**config.mk**
```make
export PLATFORM = sky130hd
export DESIGN_NAME = bin_to_bcd_seq
export DESIGN_NICKNAME = d
export VERILOG_FILES = /design/src/rtl/bin_to_bcd_seq.sv
export SDC_FILE = /design/constraint.sdc
export NUM_CORES = 1
export LEC_CHECK = 0
export CORE_UTILIZATION = 40
export DETAILED_ROUTE_END_ITERATION = 8
export PLACE_DENSITY_LB_ADDON = 0.12
export SETUP_SLACK_MARGIN = 0.1
export SLEW_MARGIN = 20
export SYNTH_ARGS = -nofsm -noshare
export SYNTH_HDL_FRONTEND = slang
export SYNTH_SLANG_ARGS = --single-unit
```
**constraint.sdc**
```tcl
create_clock -name clk -period 2.4 [get_ports clk]
set_input_delay 0.36 -clock clk [delete_from_list [all_inputs] [get_ports clk]]
set_output_delay 0.36 -clock clk [all_outputs]
set_load 0.01 [all_outputs]
```
**src/rtl/bin_to_bcd_seq.sv**
```systemverilog
// Sequential binary-to-BCD converter (shift-and-add-3).
// Commits a full result at once so the display never shows partial digits.
module bin_to_bcd_seq #(
    parameter int WIDTH       = 16,
    parameter int DIGITS      = 5,
    parameter int DISP_DIGITS = 4
) (
    input  logic                  clk,
    input  logic                  rst,
    input  logic [WIDTH-1:0]      bin_in,
    output logic [4*DIGITS-1:0]   bcd_out,
    output logic                  valid,
    output logic                  busy,
    output logic                  done,
    output logic                  range_err
);

    localparam int CW = $clog2(WIDTH + 1);

    // True when DIGITS decimal digits can hold the largest WIDTH-bit value.
    function automatic bit digits_fit();
        logic [127:0] p;
        logic [127:0] m;
        p = 128'd1;
        for (int i = 0; i < DIGITS; i++) begin
            p = p * 128'd10;
        end
        m = (128'd1 << WIDTH) - 128'd1;
        return p > m;
    endfunction

    localparam bit DIGITS_OK = digits_fit();

    if (!DIGITS_OK) begin : g_bad_digits
        $error("bin_to_bcd_seq: DIGITS too small for WIDTH");
    end

    typedef enum logic [1:0] {
        IDLE   = 2'd0,
        SHIFT  = 2'd1,
        COMMIT = 2'd2
    } state_t;

    state_t              state;
    state_t              next_state;
    logic [WIDTH-1:0]    last_bin;
    logic [WIDTH-1:0]    shift_reg;
    logic [4*DIGITS-1:0] scratch;
    logic [4*DIGITS-1:0] adj;
    logic [CW-1:0]       cnt;
    logic                first_flag;
    logic                trigger;
    logic                over;

    assign trigger = first_flag | (bin_in != last_bin);

    // Add 3 to every scratch digit >= 5, all evaluated on pre-shift values.
    always_comb begin
        adj = scratch;
        for (int k = 0; k < DIGITS; k++) begin
            if (scratch[4*k +: 4] >= 4'd5) begin
                adj[4*k +: 4] = scratch[4*k +: 4] + 4'd3;
            end
        end
    end

    // Any nonzero digit beyond what the display can show.
    always_comb begin
        over = 1'b0;
        for (int k = 0; k < DIGITS; k++) begin
            if (k >= DISP_DIGITS) begin
                over = over | (|scratch[4*k +: 4]);
            end
        end
    end

    // State register.
    always_ff @(posedge clk or posedge rst) begin
        if (rst) begin
            state <= IDLE;
        end else begin
            state <= next_state;
        end
    end

    // Next-state logic.
    always_comb begin
        next_state = state;
        case (state)
            IDLE:    if (trigger) next_state = SHIFT;
            SHIFT:   if (cnt == CW'(WIDTH - 1)) next_state = COMMIT;
            COMMIT:  next_state = IDLE;
            default: next_state = IDLE;
        endcase
    end

    // Datapath, committed outputs and status flags.
    always_ff @(posedge clk or posedge rst) begin
        if (rst) begin
            last_bin   <= '0;
            shift_reg  <= '0;
            scratch    <= '0;
            cnt        <= '0;
            first_flag <= 1'b1;
            bcd_out    <= '0;
            valid      <= 1'b0;
            range_err  <= 1'b0;
            done       <= 1'b0;
            busy       <= 1'b0;
        end else begin
            done <= (state == COMMIT);
            busy <= (next_state != IDLE);
            case (state)
                IDLE: begin
                    if (trigger) begin
                        last_bin   <= bin_in;
                        shift_reg  <= bin_in;
                        scratch    <= '0;
                        cnt        <= '0;
                        first_flag <= 1'b0;
                    end
                end
                SHIFT: begin
                    scratch   <= {adj[4*DIGITS-2:0], shift_reg[WIDTH-1]};
                    shift_reg <= shift_reg << 1;
                    cnt       <= cnt + CW'(1);
                end
                COMMIT: begin
                    bcd_out   <= scratch;
                    valid     <= 1'b1;
                    range_err <= over;
                end
                default: ;
            endcase
        end
    end

endmodule
```
; After elaboration in Yosys (flattened, before gate mapping)
; Index checks and enable logic that the tools add are counted.
[classes]
n_addsub = 6
multipliers = 0
div = 0
magnitude_cmp = 5
n_eq_ne = 5
shifts = 0
n_mux = 14
bitwise_logic = 1
reduce_logical = 6
[op_table]
columns = cell, count
row1 = 20-bit case mux with 2 select lines, 1
row2 = 16-bit case mux with 2 select lines, 1
row3 = 4-bit by 3-bit >= comparator with 1-bit output (second input constant), 5
row4 = 20-bit 2-to-1 mux, 1
row5 = 4-bit by 2-bit adder with 4-bit output (second input constant), 4
row6 = 16-bit 2-to-1 mux, 1
row7 = 4-bit 2-to-1 mux, 4
row8 = 16-bit != test, 1
row9 = 5-bit case mux with 2 select lines, 1
row10 = 5-bit by 1-bit adder with 5-bit output (second input constant), 1
row11 = 5-bit by 4-bit equality test with 1-bit output (second input constant), 1
row12 = 5-bit 2-to-1 mux, 1
row13 = 2-bit 2-to-1 mux, 2
row14 = 2-bit case mux with 2 select lines, 1
row15 = 2-bit AND reduction, 2
row16 = 2-bit nonzero test, 2
row17 = 4-bit OR reduction, 1
row18 = 3-bit by 2-bit adder with 3-bit output (second input constant), 1
row19 = 3-bit 2-to-1 mux, 1
row20 = 2-bit by 1-bit equality test with 1-bit output (second input constant), 1
row21 = 2-bit equality test (second input constant), 1
row22 = 2-bit zero test, 1
row23 = 2-bit != test (second input constant), 1
row24 = 1-bit bitwise OR, 1
[totals]
regBits = 84
latch_bits = 0
ramBits = 0
mem_bits_ro = 0
input_bits = 18
output_inout_bits = 24
wordCells = 48
mem_count = 0

; Depth between registers and ports, before layout
[depth]
word_depth = 5
ltp_mapped = 7

; Worst setup path after synthesis
; OpenSTA, ideal clock, no wires.
[synth_timing]
kind = reg2reg
startpoint = register last_bin[13]
endpoint = register last_bin[3]
setup_ps = 125
t_arrival_ps = 1778
required_ps = 2275
setup_slack_ps = 497
stages_incl_launch_ff = 7
period_less_slack_ps = 1903
cell_sequence = dfrtp_1 > xor2_1 > nor4_2 > nand3_2 > o21ai_4 > buf_8 > mux2_4
[synth_via]
elab_chain_cells = 3
[synth_lines]
columns = item, line_no
row1 = from (decl), 46  ; logic [WIDTH-1:0] last_bin;
row2 = from (signal assigned), 116  ; last_bin <= bin_in;
row3 = 16-bit != test, 55  ; assign trigger = first_flag | (bin_in != last_bin);
row4 = 1-bit bitwise OR, 55
row5 = 2-bit AND reduction (no line), -
; No other way between the ends.
; A chain may end at the register's enable or synchronous reset.

; Worst setup path after layout
[layout_timing]
startpoint = input bin_in[8]
endpoint = register cnt[2]
[layout_via]
elab_chain_cells = 4
[layout_lines]
columns = item, line_no
row1 = from (decl), 10  ; input logic [WIDTH-1:0] bin_in,
row2 = 16-bit != test, 55
row3 = 1-bit bitwise OR, 55
row4 = 2-bit != test (no line), -
row5 = 2-bit AND reduction (no line), -
row6 = to (signal assigned), 126  ; cnt <= cnt + CW'(1);
row7 = to (decl), 50  ; logic [CW-1:0] cnt;
; No other way between the ends.

==> metrics <==
status completed; number of synthesized flops with an enable pin 0; Starting Density 41.5%; Slew HR 64.0%; pin count of the biggest net entering global routing 44; Layout Nets around 450; CTS root buf clkbuf_8; Clk Latency, worst-skew pair approximately 0.36 ns; FMAX 497 MHz; initial antenna violation count 0; height of the die about 100 µm; CTS Buf Count 9; port buffer count just over 40; minimum clock period between 2 and 2.5 ns; async set or reset register ratio after synthesis 100%; Floorplan Core Area about 9900 µm²; Max-cap violations 0; sequential share of the synthesized area 51.3%; clock share of power between 10% and 20%; first-pass GRT wire length around 14 mm; Static Leak around 2.3 nW; Critical Path Max Stage Delay ~0.5 ns; CP max FO 23; CP Cell Sequence clkdlybuf4s50_1, inv_1, a222oi_1, buf_4, nand3_2, buf_4, o31ai_4, buf_12, a22o_1; die width just over 100 µm; Register Area approximately 2100 µm²; Switching Share roughly a third; Starting DRT DRC Count roughly 110; Reg power frac a little over two fifths; Seq cells post-synth 84; Yosys warnings 0; IO Pins 42; Post-Syn Instances around 360; H-Tree Level Count 3; clock sinks 84; Post-Route WL between 8 and 9 mm; grt total ovfl 0; largest registers bcd_out x20, scratch x20; Distinct cells, synth 43; Worst Max-Slew Pin Slew around 0.54 ns; r2r endpoint cnt[2]; share of layout cells above drive strength 1 ~21%; Via density 5.23; hpwl dp between 5 and 6 mm; Synthesized Nets between 300 and 400; first drt pass iteration count 4; area occupied by multi-input gates between 1500 and 2000 µm²; RSZ-0062 raised after global routing false; CTS Buffer Depth 2; cell-internal power 3.86 mW; Hold Crit Class in2async; Placer Congestion 0.756; DRC errors left 0; diode count 0; Synth Cell Area a little over 4000 µm²; Logic pwr share 41.9%; Post-CTS Hold Buffers 0; Routed WL per cell about 15 µm; count of final hold-check violations 0; CTS tree yes; area grow syn2layout 22.7%; Clock transition at path regs about 0.08 ns; Peak VDD IR approximately 0.4 mV; Worst Clk Skew around 0.0077 ns; number of cells on the worst reg-to-reg path 7; setup_tns 0 ns; Slew Limit Fails 0; Synth Flop Type dfrtp_1; Worst EP arrival around 2.3 ns; Worst R2R Start last_bin[13]; Setup Buffers After CTS 0; Rows 36; critical path's most frequent cell buf_4; antenna violation net count after detailed routing 0; fillers approximately 880; Power, Total 5.97 mW; pwr dens about 1200 nW/µm²; fin crit share 83.8%; Setup crit end kind register; critical path launch point type input pin; vias in the first global route slightly below 3000; Setup Viol. Count Final 0; Required @ worst endpoint 2.70 ns; area of the die 10700 µm²; Resized cells post-CTS 0; Net Sw Power ~2.1 mW; detailed-route via count between 2000 and 3000; Mapped Avg Cell Area between 10 and 15 µm²; reg2reg setup slack ~0.52 ns; CP Class in2reg; All-Layer GR Usage between 10% and 20%; Crit-path slowest cell clkdlybuf4s50_1
## cell usage after synthesis (2+ instances only)
cell type / n / area share [%]
dfrtp_1: 83 / 51
inv_1: 30 / 2.7
mux2_2: 30 / 8.2
nand2_1: 28 / 2.6
o21ai_0: 15 / 1.8
a22o_1: 14 / 3.0
a22oi_1: 14 / 2.6
ha_1: 13 / 4.0
o221ai_1: 13 / 2.8
xor2_1: 13 / 2.8
a21oi_1: 11 / 1.3
clkbuf_1: 9 / 0.82
nor2_1: 8 / 0.73
nor3_1: 8 / 0.98
a21o_1: 6 / 1.1
nand3_1: 6 / 0.73
o2bb2ai_1: 6 / 1.3
mux2_4: 5 / 1.8
nand2b_1: 5 / 0.76
xnor2_1: 5 / 1.1
nor3b_1: 4 / 0.73
and3_1: 3 / 0.46
buf_2: 3 / 0.37
buf_4: 3 / 0.55
mux2i_1: 2 / 0.49
nor2b_1: 2 / 0.31
## power groups by stage
| stage | logic [mW] | clock network [mW] | registers, mW |
|---|---|---|---|
| after CTS | 2.53 | 0.952 | 2.55 |
| final | 2.50 | 0.917 | 2.55 |
| after floorplan | 1.72 | 0 | 2.51 |
| after global placement | 2.46 | 0 | 2.56 |
| after global routing | 2.84 | 1.02 | 2.66 |
| after detailed placement | 2.52 | 0 | 2.57 |
## cell families after synthesis
kind of cell / share of synthesized area [%]
AO/OA/AOI/OAI: 16.8
XOR/XNOR: 3.85
adder cells (fa/ha/maj): 3.97
buffers and inverters: 4.85
flip-flops: 51.3
multiplexers: 10.6
AND/OR/NAND/NOR: 8.64
## routing by layer
metal  share of wire [%]  GRT usage [%]  up-vias
met3                 3.1           2.49       12
met1                  52           25.6     1418
li1                    -              -     1414
met5                   0              0        -
met4                 2.2           8.88        0
met2                  43           27.2       68
## final cells by class
class / instances / area share, %
multi-input cells: 226 / 35.8
repair buffers: 69 / 13.3
flip-flops and latches: 84 / 41.8
well taps: 133 / 3.31
clock buffers: 13 / 3.16
inverters: 30 / 2.32
clock inverters: 2 / 0.199
## cell usage in the layout (no fill, tap or decap), drive strengths merged, types with 3 or more instances in the layout
master and count:
clkdlybuf4s50 41, mux2 35, buf 28, o21ai 16
dfrtp 83, a22o 14, inv 29, nand3 7
nor3b 4, ha 13, nor2 8, a21oi 11
o2bb2ai 6, and3 3, nor3 8, xnor2 5
nand2b 5, a21o 6, clkbuf 13, o221ai 13
nand2 28, xor2 13, a22oi 14
## how the worst max path moves through the flow
stage                            start           to  slack [ns]  depth (start not counted)
after detailed placement     bin_in[8]  scratch[10]        0.01                          9
after floorplan           last_bin[13]  last_bin[3]        0.50                          6
after CTS                    bin_in[8]  scratch[10]        0.39                          9
after global routing         bin_in[8]   scratch[6]        0.29                          9
after global placement       bin_in[8]       cnt[0]        0.04                          9
final                        bin_in[8]       cnt[2]        0.39                          9
## critical path, delay by kind of cell
kind / cells / cell delay, ns
AOI/OAI and AO/OA: 3 / 0.73
and+or+nand+nor: 1 / 0.10
buffers and inverters: 5 / 1.12
## metrics by stage
step                utilization [%]  hold slack [ns]  area (µm²)  cells  setup slack [ns]
finish                         51.0            0.305        5030    557             0.389
global route                   51.0            0.328        5030    557             0.286
CTS                            51.0            0.309        5030    557             0.386
detailed placement             49.2            0.466        4860    542            0.0108
global placement               49.2            0.452        4860    542            0.0407
floorplan                         -            0.456        4100    356             0.497
Note: power is estimated with default switching activity, not from simulation.
